## src/rtl/transposed_sample_buffer.sv

```systemverilog
// N x N signed sample block buffer: rows are written in, then drained one vector
// per handshake either column-wise (transpose) or row-wise (bypass).
module transposed_sample_buffer #(
  parameter int SAMPLE_W = 11,
  parameter int N        = 8,
  parameter int CNT_W    = $clog2(N)
) (
  input  logic                  CLK,
  input  logic                  RST_ASYNC,
  input  logic                  CLEAR,
  input  logic                  MODE,
  input  logic                  IN_VALID,
  output logic                  IN_READY,
  input  logic [N*SAMPLE_W-1:0] DATA_IN,
  output logic                  OUT_VALID,
  input  logic                  OUT_READY,
  output logic [N*SAMPLE_W-1:0] DATA_OUT,
  output logic                  OUT_LAST,
  output logic                  BLOCK_DONE
);

  typedef enum logic {FILL, DRAIN} state_t;

  localparam logic [CNT_W-1:0] LAST_IDX = CNT_W'(N - 1);

  state_t                      state_q, state_d;
  logic [CNT_W-1:0]            wr_cnt_q, wr_cnt_d;
  logic [CNT_W-1:0]            rd_cnt_q, rd_cnt_d;
  logic                        mode_q, mode_d;
  logic                        done_q, done_d;
  logic                        wr_en;
  logic signed [SAMPLE_W-1:0]  arr_q [N][N];

  always_ff @(posedge CLK or posedge RST_ASYNC) begin
    if (RST_ASYNC) begin
      state_q  <= FILL;
      wr_cnt_q <= '0;
      rd_cnt_q <= '0;
      mode_q   <= 1'b0;
      done_q   <= 1'b0;
    end else begin
      state_q  <= state_d;
      wr_cnt_q <= wr_cnt_d;
      rd_cnt_q <= rd_cnt_d;
      mode_q   <= mode_d;
      done_q   <= done_d;
    end
  end

  // CLEAR overrides any handshake in the same cycle, so a row offered with it is dropped.
  always_comb begin
    state_d  = state_q;
    wr_cnt_d = wr_cnt_q;
    rd_cnt_d = rd_cnt_q;
    mode_d   = mode_q;
    done_d   = 1'b0;
    if (CLEAR) begin
      state_d  = FILL;
      wr_cnt_d = '0;
      rd_cnt_d = '0;
    end else begin
      case (state_q)
        FILL: begin
          if (IN_VALID) begin
            if (wr_cnt_q == '0) mode_d = MODE;
            if (wr_cnt_q == LAST_IDX) begin
              wr_cnt_d = '0;
              state_d  = DRAIN;
            end else begin
              wr_cnt_d = wr_cnt_q + CNT_W'(1);
            end
          end
        end
        DRAIN: begin
          if (OUT_READY) begin
            if (rd_cnt_q == LAST_IDX) begin
              rd_cnt_d = '0;
              state_d  = FILL;
              done_d   = 1'b1;
            end else begin
              rd_cnt_d = rd_cnt_q + CNT_W'(1);
            end
          end
        end
        default: state_d = FILL;
      endcase
    end
  end

  assign wr_en = !CLEAR && (state_q == FILL) && IN_VALID;

  always_ff @(posedge CLK or posedge RST_ASYNC) begin
    if (RST_ASYNC) begin
      for (int r = 0; r < N; r++)
        for (int c = 0; c < N; c++)
          arr_q[r][c] <= '0;
    end else if (wr_en) begin
      for (int c = 0; c < N; c++)
        arr_q[wr_cnt_q][c] <= DATA_IN[c*SAMPLE_W +: SAMPLE_W];
    end
  end

  // Output is a pure mux of registered state, so no input reaches an output combinationally.
  always_comb begin
    DATA_OUT = '0;
    for (int k = 0; k < N; k++) begin
      if (mode_q) DATA_OUT[k*SAMPLE_W +: SAMPLE_W] = arr_q[rd_cnt_q][k];
      else        DATA_OUT[k*SAMPLE_W +: SAMPLE_W] = arr_q[k][rd_cnt_q];
    end
  end

  assign IN_READY   = (state_q == FILL);
  assign OUT_VALID  = (state_q == DRAIN);
  assign OUT_LAST   = (state_q == DRAIN) && (rd_cnt_q == LAST_IDX);
  assign BLOCK_DONE = done_q;

endmodule
```

## config.mk

```make
export PLATFORM = sky130hd
export DESIGN_NAME = transposed_sample_buffer
export DESIGN_NICKNAME = d
export VERILOG_FILES = /design/src/rtl/transposed_sample_buffer.sv
export SDC_FILE = /design/constraint.sdc
export NUM_CORES = 2
export LEC_CHECK = 0
export ABC_AREA = 0
export CAP_MARGIN = 10
export CORE_MARGIN = 5
export CORE_UTILIZATION = 63
export CTS_BUF_LIST = sky130_fd_sc_hd__clkbuf_4
export DETAILED_ROUTE_END_ITERATION = 10
export PLACE_DENSITY = 0.83
export SLEW_MARGIN = 20
export SYNTH_ARGS = -nofsm -noshare
export SYNTH_HDL_FRONTEND = slang
export SYNTH_SLANG_ARGS = --single-unit
```

## constraint.sdc

```tcl
create_clock -name CLK -period 25.4 [get_ports CLK]
set_input_delay 2.54 -clock CLK [delete_from_list [all_inputs] [get_ports CLK]]
set_output_delay 2.54 -clock CLK [all_outputs]
set_load 0.05 [all_outputs]
```

# [Yosys cells after proc, flatten, opt, wreduce, memory -nomap -nowiden]
# Index checks and enable logic that the tools add are counted.
[op_classes] n_bitwise=4 eq_ne=3 reduce_logical=12 add_sub_neg=2 n_lt_le_gt_ge=3 n_mux=77
[ops] cell="$bwmux W704" n=8
[ops] cell="$demux W88 S3" n=8
[ops] cell="$mux W11" n=25
[ops] cell="$bmux W11 S3" n=8
[ops] cell="$bmux W88 S3" n=1
[ops] cell="$mux W88" n=3
[ops] cell="$mux W77" n=1
[ops] cell="$mux W66" n=1
[ops] cell="$mux W55" n=1
[ops] cell="$mux W44" n=1
[ops] cell="$mux W33" n=1
[ops] cell="$mux W3" n=8
[ops] cell="$mux W22" n=1
[ops] cell="$mux W1" n=9
[ops] cell="$ge A4 B4 Y1 const B" n=2
[ops] cell="$not A3 Y4" n=2
[ops] cell="$add A3 B1 Y3 const B" n=2
[ops] cell="$eq A3 B3 Y1 const B" n=2
[ops] cell="$reduce_bool A2 Y1" n=3
[ops] cell="$logic_and A1 B1 Y1" n=4
[ops] cell="$lt A4 B1 Y1 const B" n=1
[ops] cell="$reduce_and A2 Y1" n=2
[ops] cell="$reduce_and A4 Y1" n=1
[ops] cell="$logic_not A3 Y1" n=1
[ops] cell="4 further kinds" n=5
[word_totals] inputBits=94 ff_bits=713 out_inout_bits=92 word_cells=170

# [Logic depth before layout (Yosys ltp)]
[logic_depth] ltp_word=13 depth_mapped=9 depth_no_buf=5

# [Worst setup path before layout]
# OpenSTA, ideal clock, no wires.
[synth_path] path_type="reg-to-output" from="register rd_cnt_q[1]" to="output port DATA_OUT[12]" arrival_ns=2.379 t_required_ns=22.860 stages_incl_launch_ff=7 path_buffers=3 slack_ns=20.481 path_cell_list="dfrtp_1 -> buf_2 -> buf_4 -> buf_2 -> mux4_2 -> mux2i_1 -> o21ai_0"
[synth_between] elab_chain_len=5 elab_cells_between_ends=8 classes_between="mux: 7; bitwise: 1"
[synth_rtl] element="start, declared" line="28" rtl="logic [CNT_W-1:0] rd_cnt_q, rd_cnt_d;"
[synth_rtl] element="start signal, assigned" line="44" rtl="rd_cnt_q <= rd_cnt_d;"
[synth_rtl] element="$not A3 Y4 (not written as such) (*)" line="107, 108"
[synth_rtl] element="$bmux W11 S3 / $bmux W88 S3 (equally long branches)" line="108, 107"
[synth_rtl] element="$mux W11 (not written as such) / $mux W88 (equally long branches) (2 in series)"
[synth_rtl] element="$mux W11 (*)" line="107" rtl="if (mode_q) DATA_OUT[k*SAMPLE_W +: SAMPLE_W] = arr_q[rd_cnt_q][k];"
[synth_rtl] element="end, declared" line="17" rtl="output logic [N*SAMPLE_W-1:0] DATA_OUT,"
# Mark *: on every way between the ends. The rest lies on a longest branch, timed or not. The select of a mux whose other input is x is not followed.

# [Worst setup path in the final report]
[layout_path] from="register rd_cnt_q[0]" to="output port DATA_OUT[84]"
# Same word-level chain as after synthesis.

==> metrics.log <==
INFO  metric finalSetupViolations = 0
INFO  metric postCtsResizedCells = 0
INFO  metric place_congestion = about 0.84
INFO  metric setup_fix_bufs_post_cts = 0
INFO  metric wire_per_inst = approximately 28 um
INFO  metric ys_async_sr_fraction = 100%
INFO  metric class_of_the_most_critical_setup_path = reg -> out
INFO  metric drt_drc_violations_left = 0
INFO  metric yosysWarningCount = 0
INFO  metric die-width = 254 um
INFO  metric number_of_buffers_created_by_cts = 181
INFO  metric die_h = roughly 250 um
INFO  metric first_pass_iters = 5
INFO  metric hold_ws = around 0.52 ns
INFO  metric synth_instances = between 2000 and 2500
INFO  metric post_synth_main_area_contributors = sky130_fd_sc_hd__dfrtp_1 (48%), sky130_fd_sc_hd__mux2_2 (21%), sky130_fd_sc_hd__mux4_2 (21%)
INFO  metric design.die.area = around 65000 um2
INFO  metric finalHoldViolCount = 0
INFO  metric place_worst_setup_slack = ~18 ns
INFO  metric cp_data_required_time = 22.86 ns
INFO  metric synth.avg_cell_area = around 18 um2
INFO  metric layout_setup_ws = roughly 17 ns
INFO  metric path_clk_slew = about 0.070 ns
INFO  metric clock_sinks = between 700 and 800
INFO  metric drt-vias-per-instance = slightly below 7
INFO  metric arrival = between 5 and 6 ns
INFO  metric ant_nets = 0
INFO  metric rows = 89
INFO  metric start_util = 63.6%
INFO  metric p_leak = 18.3 nW
INFO  metric ys_seq_area_share = between 40% and 50%
INFO  metric clock_skew = 0.0419 ns
INFO  metric worstPathMaxFanout = between 50 and 60
INFO  metric grt_max_degree = between 150 and 200
INFO  metric core_area = 59000 um2
INFO  metric synth_top_area_share = between 40% and 50%
INFO  metric cts_hold_repair.buffers = 0
INFO  metric critical_path.top_delay_family = buffers and inverters
INFO  metric maxSlewHeadroom = 28.7%
INFO  metric n_fill_cell = 3749
INFO  metric net_count_of_the_mapped_netlist = approximately 2200
INFO  metric maxCapViolations = 0
INFO  metric count_of_flip_flops_with_a_built_in_enable_after_synthesis = 0
INFO  metric clk_latency = slightly above 1 ns
INFO  metric htreeDepth = 4
INFO  metric overflow = 0
INFO  metric worst_hold_startpoint = arr_q[453]
INFO  metric drv_slew = 0
INFO  metric yosys.area.top_type = sky130_fd_sc_hd__dfrtp_1
INFO  metric path_cells = buf_4, buf_4, mux4_2, mux4_2, clkdlybuf4s50_1
INFO  metric post-synth-top-count-cell = sky130_fd_sc_hd__dfrtp_1
INFO  metric critPathBufInv = 3
INFO  metric wirelength = roughly 93 mm
INFO  metric first_iter_violations = 1640
INFO  metric dp_hpwl = ~60 mm
INFO  metric wire_length_of_the_first_global_routing_pass = ~150 mm
INFO  metric largest_vdd_supply_drop = between 0.07 and 0.08 mV
INFO  metric final_layout_size_suffix_gt1_share = about 55%
INFO  metric worstMarginPinSlew = roughly 1.1 ns
INFO  metric setup_repair_after_global_routing_missed_its_margin = false
INFO  metric antenna_violations_before_repair = 8
INFO  metric num_vias = around 22000
INFO  metric startpoint = rd_cnt_q[0]
INFO  metric ys_seq_elements = roughly 710
INFO  metric cts-root-to-sink-buffers = 3
INFO  metric top_level_ports = between 150 and 200
INFO  metric status = finished clean
INFO  metric post-route-min-period = around 8 ns
INFO  metric syn2layout_area_growth = 11.6%
INFO  metric nets = approximately 2400
INFO  metric max_freq = about 120 MHz
INFO  metric postSynth.topFlopCell = sky130_fd_sc_hd__dfrtp_1
INFO  metric timing.rr.start = OUT_VALID
INFO  metric part_of_the_cycle_the_worst_path_needs = roughly a third
INFO  metric grt_pass1_vias = between 20000 and 25000
INFO  metric numPortBuffers = 185
INFO  metric netlist-cell-type-count = 40
INFO  metric cts_tree = yes
INFO  metric clock-root-buffer = sky130_fd_sc_hd__clkbuf_4
INFO  metric post_synth_most_frequent_cells = sky130_fd_sc_hd__dfrtp_1 (713), sky130_fd_sc_hd__mux2_2 (707), sky130_fd_sc_hd__mux4_2 (351), sky130_fd_sc_hd__mux4_1 (78), sky130_fd_sc_hd__buf_2 (75)
INFO  metric cp-end-kind = primary output
INFO  metric pwr_density_cell = about 73 nW/um2
INFO  metric globalRouteTotalUtil = 29.7%
INFO  metric post_synthesis_instance_area = between 30000 and 40000 um2
INFO  metric worst_hold_path_type = reg -> reg
INFO  metric critPathLaunchType = flip-flop
INFO  metric critical_path.slowest_cell = sky130_fd_sc_hd__buf_4
INFO  metric cpPeakStageDelay = roughly 0.9 ns
INFO  metric tns = 0 ns
==> worst paths after layout <==
check,endpoint,slack [ns],cells after the start
max,DATA_OUT[84],17.30,5
min,arr_q[453],0.52,1
max reg2reg,arr_q[126],22.02,5
min reg2reg,arr_q[453],0.52,1
max in group asynchronous,arr_q[255],20.32,6
min in group asynchronous,arr_q[587],2.04,2
==> layout by cell type (no fill, tap or decap), types with 2 or more instances in the layout <==
cell type and n:
sky130_fd_sc_hd__a21oi_1 8, sky130_fd_sc_hd__a22oi_1 2, sky130_fd_sc_hd__and2_1 3, sky130_fd_sc_hd__and3_4 2
sky130_fd_sc_hd__buf_12 2, sky130_fd_sc_hd__buf_16 2, sky130_fd_sc_hd__buf_4 23, sky130_fd_sc_hd__buf_6 4
sky130_fd_sc_hd__bufinv_16 2, sky130_fd_sc_hd__clkbuf_4 254, sky130_fd_sc_hd__clkdlybuf4s50_1 185, sky130_fd_sc_hd__clkinv_1 55
sky130_fd_sc_hd__clkinv_2 7, sky130_fd_sc_hd__dfrtp_1 709, sky130_fd_sc_hd__dfrtp_4 4, sky130_fd_sc_hd__diode_2 14
sky130_fd_sc_hd__ha_1 6, sky130_fd_sc_hd__inv_1 5, sky130_fd_sc_hd__inv_2 7, sky130_fd_sc_hd__mux2_2 707
sky130_fd_sc_hd__mux2i_1 10, sky130_fd_sc_hd__mux4_1 78, sky130_fd_sc_hd__mux4_2 351, sky130_fd_sc_hd__nand2_1 4
sky130_fd_sc_hd__nand2_4 6, sky130_fd_sc_hd__nand3_1 2, sky130_fd_sc_hd__nand3b_1 2, sky130_fd_sc_hd__nor2_1 9
sky130_fd_sc_hd__nor2b_1 5, sky130_fd_sc_hd__nor3_1 2, sky130_fd_sc_hd__nor3_4 2, sky130_fd_sc_hd__nor3b_1 4
sky130_fd_sc_hd__o21ai_0 3, sky130_fd_sc_hd__o311ai_0 2, sky130_fd_sc_hd__o31ai_1 2
==> cell type report <==
| class | count | area (um2) | share of cell area [%] |
|---|---|---|---|
| flip-flops and latches | 713 | 17900 | 42.7 |
| well taps | 773 | 967 | 2.31 |
| diodes | 14 | 35.0 | 0.0837 |
| repair buffers | 216 | 2160 | 5.17 |
| clock buffers | 254 | 1910 | 4.55 |
| inverters | 6 | 30.0 | 0.0717 |
| multi-input cells | 1221 | 18600 | 44.4 |
| clock inverters | 72 | 337 | 0.804 |
==> sequential cells by signal, indices dropped and copies added, names as in the netlist <==
register    count
rd_cnt_q        3
wr_cnt_q        3
arr_q         704
OUT_VALID       1
BLOCK_DONE      1
mode_q          1
==> per-layer routing <==
metal	up-vias	global-route usage (%)	share of wire (%)
li1	9128	-	-
met1	12100	38.4	38
met2	846	50.3	53
met3	168	6.56	6.1
met4	2	11.0	3.1
met5	-	0	0.014
==> logic make-up after synthesis <==
logic type	count (synthesis)	share of synthesized area (%)
multiplexers	1146	48.0
buffers and inverters	184	3.08
flip-flops	713	47.5
AND/OR/NAND/NOR	45	0.737
adder cells (fa/ha/maj)	6	0.200
AO/OA/AOI/OAI	24	0.437
==> power by group <==
part / switching [W] / internal (W)
registers: 0.000134 / 0.00129
clock network: 0.000474 / 0.000483
logic: 0.000322 / 0.000339
==> metrics by stage <==
step                instance area [um2]  std cells  power, W  utilization [%]
finish                            41900       3269   0.00304             70.9
global route                      41900       3266   0.00317             70.9
CTS                               41700       3252   0.00306             70.7
detailed placement                39500       2926   0.00210             66.9
global placement                  39500       2926   0.00207             66.9
floorplan                         37500       2118   0.00187                -
Note: power is estimated with default switching activity, not from simulation.
